==> src/rtl/id_ex_issue_pkg.sv <==
// id_ex_issue_pkg: ALU operation encodings, MIPS opcode/funct values and the
// decoded-control bundle shared by the decode/issue stage and the ALU.
package id_ex_issue_pkg;

  // ALU operation select driven on aluop (the ALU decodes the same values).
  typedef enum logic [2:0] {
    ALUOP_ADD = 3'd0,
    ALUOP_SUB = 3'd1,
    ALUOP_AND = 3'd2,
    ALUOP_OR  = 3'd3,
    ALUOP_XOR = 3'd4,
    ALUOP_NOR = 3'd5,
    ALUOP_SLT = 3'd6,
    ALUOP_LUI = 3'd7
  } aluop_e;

  // Primary opcodes, instr[31:26].
  localparam logic [5:0] OP_RTYPE = 6'h00;
  localparam logic [5:0] OP_BEQ   = 6'h04;
  localparam logic [5:0] OP_BNE   = 6'h05;
  localparam logic [5:0] OP_ADDI  = 6'h08;
  localparam logic [5:0] OP_ADDIU = 6'h09;
  localparam logic [5:0] OP_SLTI  = 6'h0A;
  localparam logic [5:0] OP_ANDI  = 6'h0C;
  localparam logic [5:0] OP_ORI   = 6'h0D;
  localparam logic [5:0] OP_XORI  = 6'h0E;
  localparam logic [5:0] OP_LUI   = 6'h0F;
  localparam logic [5:0] OP_LW    = 6'h23;
  localparam logic [5:0] OP_SW    = 6'h2B;

  // R-type function codes, instr[5:0].
  localparam logic [5:0] FN_ADD  = 6'h20;
  localparam logic [5:0] FN_ADDU = 6'h21;
  localparam logic [5:0] FN_SUB  = 6'h22;
  localparam logic [5:0] FN_SUBU = 6'h23;
  localparam logic [5:0] FN_AND  = 6'h24;
  localparam logic [5:0] FN_OR   = 6'h25;
  localparam logic [5:0] FN_XOR  = 6'h26;
  localparam logic [5:0] FN_NOR  = 6'h27;
  localparam logic [5:0] FN_SLT  = 6'h2A;

  // Source of ALU operand b.
  typedef enum logic [1:0] {
    BSEL_RT   = 2'd0,
    BSEL_SEXT = 2'd1,
    BSEL_ZEXT = 2'd2
  } bsel_e;

  // Which instruction field names the destination register.
  typedef enum logic [1:0] {
    WSEL_NONE = 2'd0,
    WSEL_RD   = 2'd1,
    WSEL_RT   = 2'd2
  } wsel_e;

  // Everything the decoder derives from op/fn alone.
  typedef struct packed {
    aluop_e aluop;
    bsel_e  b_sel;
    wsel_e  wr_sel;
    logic   reg_we;
    logic   mem_rd;
    logic   mem_wr;
    logic   branch;
    logic   illegal;
  } dec_ctrl_t;

endpackage

==> src/rtl/id_ex_issue_alu_ctrl_dec.sv <==
// id_ex_issue_alu_ctrl_dec: purely combinational op/fn decoder producing the
// ALU operation, immediate-extension select and EX/MEM control bits.
module id_ex_issue_alu_ctrl_dec
  import id_ex_issue_pkg::*;
(
  input  logic [5:0] op,
  input  logic [5:0] fn,
  output dec_ctrl_t  ctrl
);

  // Map opcode/funct onto control; anything unrecognised becomes illegal.
  always_comb begin
    // NOTE: every field gets a value before the case so no path leaves a latch.
    ctrl         = '0;
    ctrl.aluop   = ALUOP_ADD;
    ctrl.b_sel   = BSEL_RT;
    ctrl.wr_sel  = WSEL_NONE;
    case (op)
      OP_RTYPE: begin
        ctrl.wr_sel = WSEL_RD;
        ctrl.reg_we = 1'b1;
        case (fn)
          FN_ADD, FN_ADDU: ctrl.aluop = ALUOP_ADD;
          FN_SUB, FN_SUBU: ctrl.aluop = ALUOP_SUB;
          FN_AND:          ctrl.aluop = ALUOP_AND;
          FN_OR:           ctrl.aluop = ALUOP_OR;
          FN_XOR:          ctrl.aluop = ALUOP_XOR;
          FN_NOR:          ctrl.aluop = ALUOP_NOR;
          FN_SLT:          ctrl.aluop = ALUOP_SLT;
          default: begin
            ctrl.wr_sel  = WSEL_NONE;
            ctrl.reg_we  = 1'b0;
            ctrl.illegal = 1'b1;
          end
        endcase
      end
      OP_ADDI, OP_ADDIU, OP_SLTI, OP_ANDI, OP_ORI, OP_XORI, OP_LUI: begin
        ctrl.wr_sel = WSEL_RT;
        ctrl.reg_we = 1'b1;
        case (op)
          OP_SLTI: begin ctrl.aluop = ALUOP_SLT; ctrl.b_sel = BSEL_SEXT; end
          OP_ANDI: begin ctrl.aluop = ALUOP_AND; ctrl.b_sel = BSEL_ZEXT; end
          OP_ORI:  begin ctrl.aluop = ALUOP_OR;  ctrl.b_sel = BSEL_ZEXT; end
          OP_XORI: begin ctrl.aluop = ALUOP_XOR; ctrl.b_sel = BSEL_ZEXT; end
          OP_LUI:  begin ctrl.aluop = ALUOP_LUI; ctrl.b_sel = BSEL_ZEXT; end
          default: begin ctrl.aluop = ALUOP_ADD; ctrl.b_sel = BSEL_SEXT; end
        endcase
      end
      OP_LW: begin
        ctrl.b_sel  = BSEL_SEXT;
        ctrl.wr_sel = WSEL_RT;
        ctrl.reg_we = 1'b1;
        ctrl.mem_rd = 1'b1;
      end
      OP_SW: begin
        ctrl.b_sel  = BSEL_SEXT;
        ctrl.mem_wr = 1'b1;
      end
      OP_BEQ, OP_BNE: begin
        ctrl.aluop  = ALUOP_SUB;
        ctrl.branch = 1'b1;
      end
      default: ctrl.illegal = 1'b1;
    endcase
  end

endmodule

==> src/rtl/id_ex_issue.sv <==
// id_ex_issue: MIPS decode/issue stage feeding the ALU through a one-entry
// ID/EX slot with valid/ready flow control. Defining ID_EX_FWD_EN adds MEM/WB
// operand-forwarding ports applied to rs_val/rt_val at accept time.
module id_ex_issue
  import id_ex_issue_pkg::*;
#(
  parameter int DW = 32,
  parameter int RW = 5
) (
  input  logic          clk,
  input  logic          nrst,
  input  logic          in_valid,
  output logic          in_ready,
  input  logic [31:0]   instr,
  input  logic [DW-1:0] rs_val,
  input  logic [DW-1:0] rt_val,
  input  logic          flush,
  output logic          out_valid,
  input  logic          out_ready,
  output logic [DW-1:0] a,
  output logic [DW-1:0] b,
  output logic [2:0]    aluop,
  output logic [DW-1:0] store_data,
  output logic [RW-1:0] wr_reg,
  output logic          reg_we,
  output logic          mem_rd,
  output logic          mem_wr,
  output logic          branch,
  output logic          illegal
`ifdef ID_EX_FWD_EN
  ,
  input  logic          fwd_mem_we,
  input  logic [RW-1:0] fwd_mem_reg,
  input  logic [DW-1:0] fwd_mem_data,
  input  logic          fwd_wb_we,
  input  logic [RW-1:0] fwd_wb_reg,
  input  logic [DW-1:0] fwd_wb_data
`endif
);

  typedef struct packed {
    logic [DW-1:0] a;
    logic [DW-1:0] b;
    logic [DW-1:0] store_data;
    logic [2:0]    aluop;
    logic [RW-1:0] wr_reg;
    logic          reg_we;
    logic          mem_rd;
    logic          mem_wr;
    logic          branch;
    logic          illegal;
  } slot_t;

  dec_ctrl_t     ctrl;
  logic [DW-1:0] rs_op;
  logic [DW-1:0] rt_op;
  slot_t         issue;
  slot_t         slot_d, slot_q;
  logic          valid_d, valid_q;
  logic          accept;
  logic          unused_shamt;

  // Shift amount is not consumed by any supported instruction.
  assign unused_shamt = ^instr[10:6];

  id_ex_issue_alu_ctrl_dec u_dec (
    .op   (instr[31:26]),
    .fn   (instr[5:0]),
    .ctrl (ctrl)
  );

`ifdef ID_EX_FWD_EN
  logic [RW-1:0] rs_idx;
  logic [RW-1:0] rt_idx;
  assign rs_idx = RW'(instr[25:21]);
  assign rt_idx = RW'(instr[20:16]);

  // Override register-file operands with in-flight results; MEM is newer than
  // WB so it is applied last, and $0 is hard-wired so it is never forwarded.
  always_comb begin
    rs_op = rs_val;
    rt_op = rt_val;
    if (rs_idx != '0 && fwd_wb_we  && fwd_wb_reg  == rs_idx) rs_op = fwd_wb_data;
    if (rs_idx != '0 && fwd_mem_we && fwd_mem_reg == rs_idx) rs_op = fwd_mem_data;
    if (rt_idx != '0 && fwd_wb_we  && fwd_wb_reg  == rt_idx) rt_op = fwd_wb_data;
    if (rt_idx != '0 && fwd_mem_we && fwd_mem_reg == rt_idx) rt_op = fwd_mem_data;
  end
`else
  logic unused_rs_idx;
  assign unused_rs_idx = ^instr[25:21];
  assign rs_op = rs_val;
  assign rt_op = rt_val;
`endif

  // Assemble the slot contents that an accepted instruction would load.
  always_comb begin
    issue            = '0;
    issue.a          = rs_op;
    issue.store_data = rt_op;
    issue.aluop      = ctrl.aluop;
    case (ctrl.b_sel)
      BSEL_SEXT: issue.b = {{(DW-16){instr[15]}}, instr[15:0]};
      BSEL_ZEXT: issue.b = {{(DW-16){1'b0}}, instr[15:0]};
      default:   issue.b = rt_op;
    endcase
    case (ctrl.wr_sel)
      WSEL_RD: issue.wr_reg = RW'(instr[15:11]);
      WSEL_RT: issue.wr_reg = RW'(instr[20:16]);
      default: issue.wr_reg = '0;
    endcase
    // Writing $0 is a no-op, so the enable is dropped with it.
    issue.reg_we  = ctrl.reg_we & (issue.wr_reg != '0);
    issue.mem_rd  = ctrl.mem_rd;
    issue.mem_wr  = ctrl.mem_wr;
    issue.branch  = ctrl.branch;
    issue.illegal = ctrl.illegal;
  end

  assign in_ready = ~valid_q | out_ready;
  assign accept   = in_valid & in_ready;

  // Slot update: flush beats accept; drain clears valid but leaves data alone.
  always_comb begin
    valid_d = valid_q;
    slot_d  = slot_q;
    if (flush) begin
      valid_d = 1'b0;
    end else if (accept) begin
      valid_d = 1'b1;
      slot_d  = issue;
    end else if (out_ready) begin
      valid_d = 1'b0;
    end
  end

  // Slot register.
  always_ff @(posedge clk or negedge nrst) begin
    if (!nrst) begin
      // NOTE: the data fields are reset as well because every output must read 0 in reset.
      valid_q <= 1'b0;
      slot_q  <= '0;
    end else begin
      // NOTE: non-blocking so all flops sample the pre-edge values together.
      valid_q <= valid_d;
      slot_q  <= slot_d;
    end
  end

  assign out_valid  = valid_q;
  assign a          = slot_q.a;
  assign b          = slot_q.b;
  assign aluop      = slot_q.aluop;
  assign store_data = slot_q.store_data;
  assign wr_reg     = slot_q.wr_reg;
  assign reg_we     = slot_q.reg_we;
  assign mem_rd     = slot_q.mem_rd;
  assign mem_wr     = slot_q.mem_wr;
  assign branch     = slot_q.branch;
  assign illegal    = slot_q.illegal;

endmodule
==> config.mk <==
export PLATFORM = sky130hd
export DESIGN_NAME = id_ex_issue
export DESIGN_NICKNAME = d
export VERILOG_FILES = /design/src/rtl/id_ex_issue_pkg.sv /design/src/rtl/id_ex_issue_alu_ctrl_dec.sv /design/src/rtl/id_ex_issue.sv
export SDC_FILE = /design/constraint.sdc
export NUM_CORES = 1
export LEC_CHECK = 0
export ABC_AREA = 0
export BUFFER_PORTS_ARGS = -buffer_cell sky130_fd_sc_hd__buf_2
export CAP_MARGIN = 25
export CORE_ASPECT_RATIO = 1.25
export CORE_UTILIZATION = 42
export CTS_BUF_LIST = sky130_fd_sc_hd__clkbuf_16
export DETAILED_ROUTE_END_ITERATION = 12
export GPL_TIMING_DRIVEN = 0
export PLACE_DENSITY = 0.86
export SYNTH_ARGS = -nofsm -noshare
export SYNTH_HDL_FRONTEND = slang
export SYNTH_SLANG_ARGS = --single-unit
export TNS_END_PERCENT = 5
==> constraint.sdc <==
create_clock -name clk -period 1.45 [get_ports clk]
set_input_delay 0.145 -clock clk [delete_from_list [all_inputs] [get_ports clk]]
set_output_delay 0.145 -clock clk [all_outputs]
set_load 0.1 [all_outputs]
Word level (Yosys, flattened, before mapping)
Index checks and enable logic that the tools add are counted.

storage, ports and cells
  flip-flop bits (word level) = 110
  logic and storage cells = 67
  input bits = 101

cells by class
  reductions and logical operators = 11
  bitwise gates (word level) = 5
  equal/unequal tests = 24
  mux-type cells = 16

operator list
  kind                                                                    number
  6-bit equality test (second input constant)                             11
  32-bit one-hot mux with 2 select lines                                  1
  6-bit by 4-bit equality test with 1-bit output (second input constant)  7
  5-bit one-hot mux with 5 select lines                                   1
  3-bit one-hot mux with 6 select lines                                   1
  6-bit by 3-bit equality test with 1-bit output (second input constant)  2
  11-bit OR reduction                                                     1
  5-bit one-hot mux with 2 select lines                                   1
  3-bit one-hot mux with 3 select lines                                   1
  9-bit OR reduction                                                      1
  8-bit OR reduction                                                      1
  1-bit two-way mux                                                       7
  7-bit OR reduction                                                      1
  6-bit logical NOT                                                       1
  3-bit one-hot mux with 2 select lines                                   1
  2-bit OR reduction                                                      3
  5-bit nonzero test                                                      1
  2-bit by 1-bit equality test with 1-bit output (second input constant)  2
  2-bit equality test (second input constant)                             2
  2-bit one-hot mux with 2 select lines                                   1
  3-bit nonzero test                                                      1
  1-bit AND                                                               2
  2-bit two-way mux                                                       1
  1-bit NOT                                                               2
  3 further kinds                                                         3

Depth between registers and ports, before layout
  word-level depth = 8
  mapped depth = 10

Cells and area by module
Synthesis repeated with hierarchy kept, for this count alone.

unflattened totals
  cells, all modules = 529
  area, all modules = 4,752.1 um2

modules (own cells, without submodules)
  module                    area each (um2)  cells an instance  sequential area each (um2)  instances
  id_ex_issue               4,435.5          485                2,752.6                     1
  id_ex_issue_alu_ctrl_dec  316.6            44                 0.0                         1

Least setup slack after synthesis
OpenSTA, ideal clock, no wires.

  kind = register -> register
  start = reg valid_q, in the netlist out_valid
  end = reg slot_q, in the netlist b[10]
  cell stages (with the launch flop) = 8
  setup slack = -906 ps
  data arrival time = 2,230 ps
  buffers on the path = 2
  setup time = 126 ps
  required time = 1,324 ps
  cell sequence = dfrtp_1 -> nor2b_4 -> inv_2 -> nand3b_1 -> buf_6 -> nor3_4 -> buf_4 -> a221o_1

between the ends
  longest elaborated chain between the ends = 4

RTL lines
  what                           RTL line            source
  start, declared                id_ex_issue.sv:59   logic valid_d, valid_q;
  start signal, assigned         id_ex_issue.sv:144  valid_q <= valid_d;
  1-bit NOT                      id_ex_issue.sv:119  assign in_ready = ~valid_q | out_ready;
  1-bit bitwise OR               id_ex_issue.sv:119
  via in_ready                   id_ex_issue.sv:13   output logic in_ready,
  1-bit AND                      id_ex_issue.sv:120  assign accept = in_valid & in_ready;
  2-bit AND reduction (no line)  n/a
  end signal, assigned           id_ex_issue.sv:145  slot_q <= slot_d;
  end, declared                  id_ex_issue.sv:58   slot_t slot_d, slot_q;

The timed path passes the listed nets, and every way through them passes these cells.
A chain may end at the register's enable or synchronous reset.

Worst setup path after layout
  start = reg valid_q, in the netlist out_valid
  end = reg slot_q, in the netlist b[2]

between the ends
  longest elaborated chain between the ends = 4

RTL lines
  what                           RTL line
  1-bit NOT                      id_ex_issue.sv:119
  1-bit bitwise OR               id_ex_issue.sv:119
  1-bit AND                      id_ex_issue.sv:120
  2-bit AND reduction (no line)  n/a

Every way passes these cells.

==> impl_metrics.ini <==
[drt]
detail_route.wl_per_cell_um = 16.5
wl_um = 14800
drt-pass1-iter-count = 4
drt_iter0_markers = 171
drc = 0
vias_per_cell = 5.08
ant_nets = 0
via_count = 4548

[worst_setup_path]
r2r_end = b[2]$_DFFE_PN0P_
arrival_ns = 1.80
endpoint = b[2]$_DFFE_PN0P_
regToRegSetupSlack_ns = -0.13
crit_type = flop to flop
r2r_cells = 6
worstSetupStartpoint = out_valid$_DFFE_PN0P_
rr_startpoint = out_valid$_DFFE_PN0P_
critPathCaptureType = flop
path_max_fanout = 5
cp-start-kind = flop
required_ns = 1.67

[timing]
worst_slack_ns = -0.132
skew_ns = 0.00946
max_freq_mhz = 632
finalMaxSlewViolations = 0
period_share = 1.09
max_slew_margin = 0.653
worst_pin_slew_ns = 0.521
setup_violations = 69
fin_crit_ns = 1.58
hold_viol = 0
rsz0062_at_grt = yes
tns_ns = -3.90

[yosys]
yosys_warnings = 0
synth-xor-area-share = 0.00186
synth_nets = 606
ys_top_cells_by_area = dfrtp_1 59%, nand2_1 18%, a221o_1 3.4%
synth_largest_area_cell = dfrtp_1
ys_seq_elements = 110
synth_mux_area_frac = 0.00426
synthSimpleGateAreaFrac = 0.236
synth_top_area_share = 0.586
synth_top_family_by_area = simple AND/OR/NAND/NOR gates
synth-compound-area-share = 0.117
synth_adder_area_share = 0.0107
yosysSeqAreaShare = 0.586
netlist_area_um2 = 4700
ys_types = 43
syn_inst = 501
syn_area_per_cell_um2 = 9.38

[place]
place.detailed.hpwl_um = 10000
io_buffer_count = 204
placed_cell_area_um2 = 5930
dp_slack_ns = -0.935
gp_congestion = 0.865
numPlacedInstances = 838

[grt]
antenna_found_initial = 1
grt_usage = 0.250
grt_pass1_wl_um = 22700
grt_pass1_vias = 4513
grt-ovfl-total = 0
grt_max_degree = 73

[clock_network]
clk_pin_slew_ns = 0.07
cts.sinks = 110
clock_latency_ns = 0.34
cts_root_buffer = clkbuf_16
numCtsBuffers = 9
h-tree-depth = 3
cts_tree = built
cts_buffer_depth = 2

[pwr]
irDropWorstVdd_mv = 0.917
p_per_area_nw_per_um2 = 1600
leakagePower_nw = 3.81

[die]
core_region_area_um2 = 10700
dieHeight_um = 120
dieArea_um2 = 11600
fp-row-count = 42
io_pins = 212
start_util = 0.438
die_w_um = 96.6

[final_layout]
areaGrowthSynthToFinish_pct = 48.7
fin_cells = 895
design_area_um2 = 6980
n_fill_cell = 894
post-route-util = 0.651
drive_above_1_share = 0.398
layout.nets = 864
n_antenna_cell = 0

[flow_run]
cap_violations = 0

[status]
status = finished with violations
violations = negative setup slack

[hold_path]
hp-class = input pin to flop
==> power breakdown <==
group          total (mW)  switching, mW  internal [mW]
Clock                2.75           1.09           1.67
Combinational        4.72           3.91          0.808
Sequential           3.71          0.224           3.48
Total                11.2           5.22           5.96
==> area by class of cell <==
class | instances | area (um2) | share of cell area
plain buffers | 31 | 334 | 0.0478
flip-flops and latches | 110 | 2760 | 0.395
multi-input cells | 353 | 1910 | 0.273
well taps | 132 | 165 | 0.0236
repair buffers | 247 | 1460 | 0.209
clock inverters | 6 | 103 | 0.0147
clock buffers | 9 | 225 | 0.0322
inverters | 7 | 33.8 | 0.00484
==> how the worst min path moves through the flow <==
stage                    start                         end  slack (ns)  cells past startpoint
CTS                 rt_val[16]  store_data[16]$_DFFE_PN0P_       0.002                      3
floorplan                 nrst            a[0]$_DFFE_PN0P_       -0.15                      0
detailed placement        nrst           b[28]$_DFFE_PN0P_        0.16                      1
finish               rt_val[5]   store_data[5]$_DFFE_PN0P_        0.01                      3
global route        rs_val[15]           a[15]$_DFFE_PN0P_        0.01                      3
global placement         flush       out_valid$_DFFE_PN0P_        0.32                      2
==> placed cells by master (no fill, tap or decap), drive strengths merged, types with 2 or more instances in the layout <==
master,synthesis,layout
o31ai,6,6
a31oi,2,2
clkinv,0,2
and3,16,16
nor2,9,9
buf,17,238
inv,7,8
clkbuf,14,19
dfrtp,110,110
ha,4,4
bufinv,0,3
o32a,2,2
o21ai,22,22
a22oi,5,5
dlygate4sd3,0,30
a221o,16,16
nor3,2,2
mux2i,2,2
nand2,228,228
a21oi,20,20
nand3,3,3
o41ai,2,2
nor3b,2,2
==> cell families (layout without fill, tap and decap cells) <==
| kind of cell | count (synthesis) | after routing |
|---|---|---|
| simple gates | 267 | 267 |
| flops | 110 | 110 |
| compound gates | 79 | 79 |
| buf+inv | 38 | 300 |
| fa+ha+maj | 4 | 4 |
| mux | 2 | 2 |
| xor+xnor | 1 | 1 |
==> Yosys cell counts <==
| master | number |
|---|---|
| nand2_1 | 227 |
| dfrtp_1 | 110 |
| a21oi_1 | 19 |
| o21ai_0 | 19 |
| a221o_1 | 16 |
| and3_1 | 16 |
| clkbuf_1 | 12 |
| buf_2 | 11 |
| nor2_1 | 9 |
| o31ai_1 | 6 |
| a22oi_1 | 5 |
| inv_1 | 5 |
| buf_6 | 4 |
| ha_1 | 4 |
| nand3_1 | 3 |
| a31oi_1 | 2 |
| buf_4 | 2 |
| inv_2 | 2 |
| mux2i_1 | 2 |
| nor3b_1 | 2 |
| o21ai_2 | 2 |
| o41ai_1 | 2 |
| a21o_1 | 1 |
| a21oi_2 | 1 |
| and2_1 | 1 |
| and2b_2 | 1 |
| and3b_1 | 1 |
| clkbuf_2 | 1 |
| clkbuf_8 | 1 |
| nand2_2 | 1 |
| nand3b_1 | 1 |
| nor2b_4 | 1 |
| nor3_1 | 1 |
| nor3_4 | 1 |
| nor4_2 | 1 |
| nor4b_1 | 1 |
| o21a_1 | 1 |
| o21ai_1 | 1 |
| o221ai_1 | 1 |
| o22ai_2 | 1 |
| o32a_1 | 1 |
| o32a_2 | 1 |
| xnor2_1 | 1 |
==> timing repair <==
item,CTS,global route
buffers inserted,7,4
endpoints found under the hold margin,67,0
setup endpoints to repair,108,110
gates resized for setup,70,44
cloned,1,0
pin swaps,6,6
hold buffers,30,0
==> stage by stage <==
step / power (mW) / hold slack, ns
CTS: 11.2 / 0.00153
global route: 11.5 / 0.0101
finish: 11.2 / 0.0100
detailed placement: 8.27 / 0.156
global placement: 8.21 / 0.322
floorplan: 7.38 / -0.151
==> worst max-delay path, cell delays in order, from the launching register on <==
cell and delay, ns:
dfrtp_4 0.41, nor2b_4 0.24, nor3b_2 0.08, buf_4 0.16, buf_6 0.13, and3_4 0.17
a221o_1 0.26
==> layer usage <==
metal | vias to the layer above | wire, um | GRT usage
met4 | 2 | 401 | 0.0998
met1 | 2168 | 5930 | 0.301
met2 | 174 | 7750 | 0.444
met5 | - | 10 | 0
li1 | 2170 | - | -
met3 | 34 | 665 | 0.0422
No activity file was read; power rests on OpenSTA's default activity.
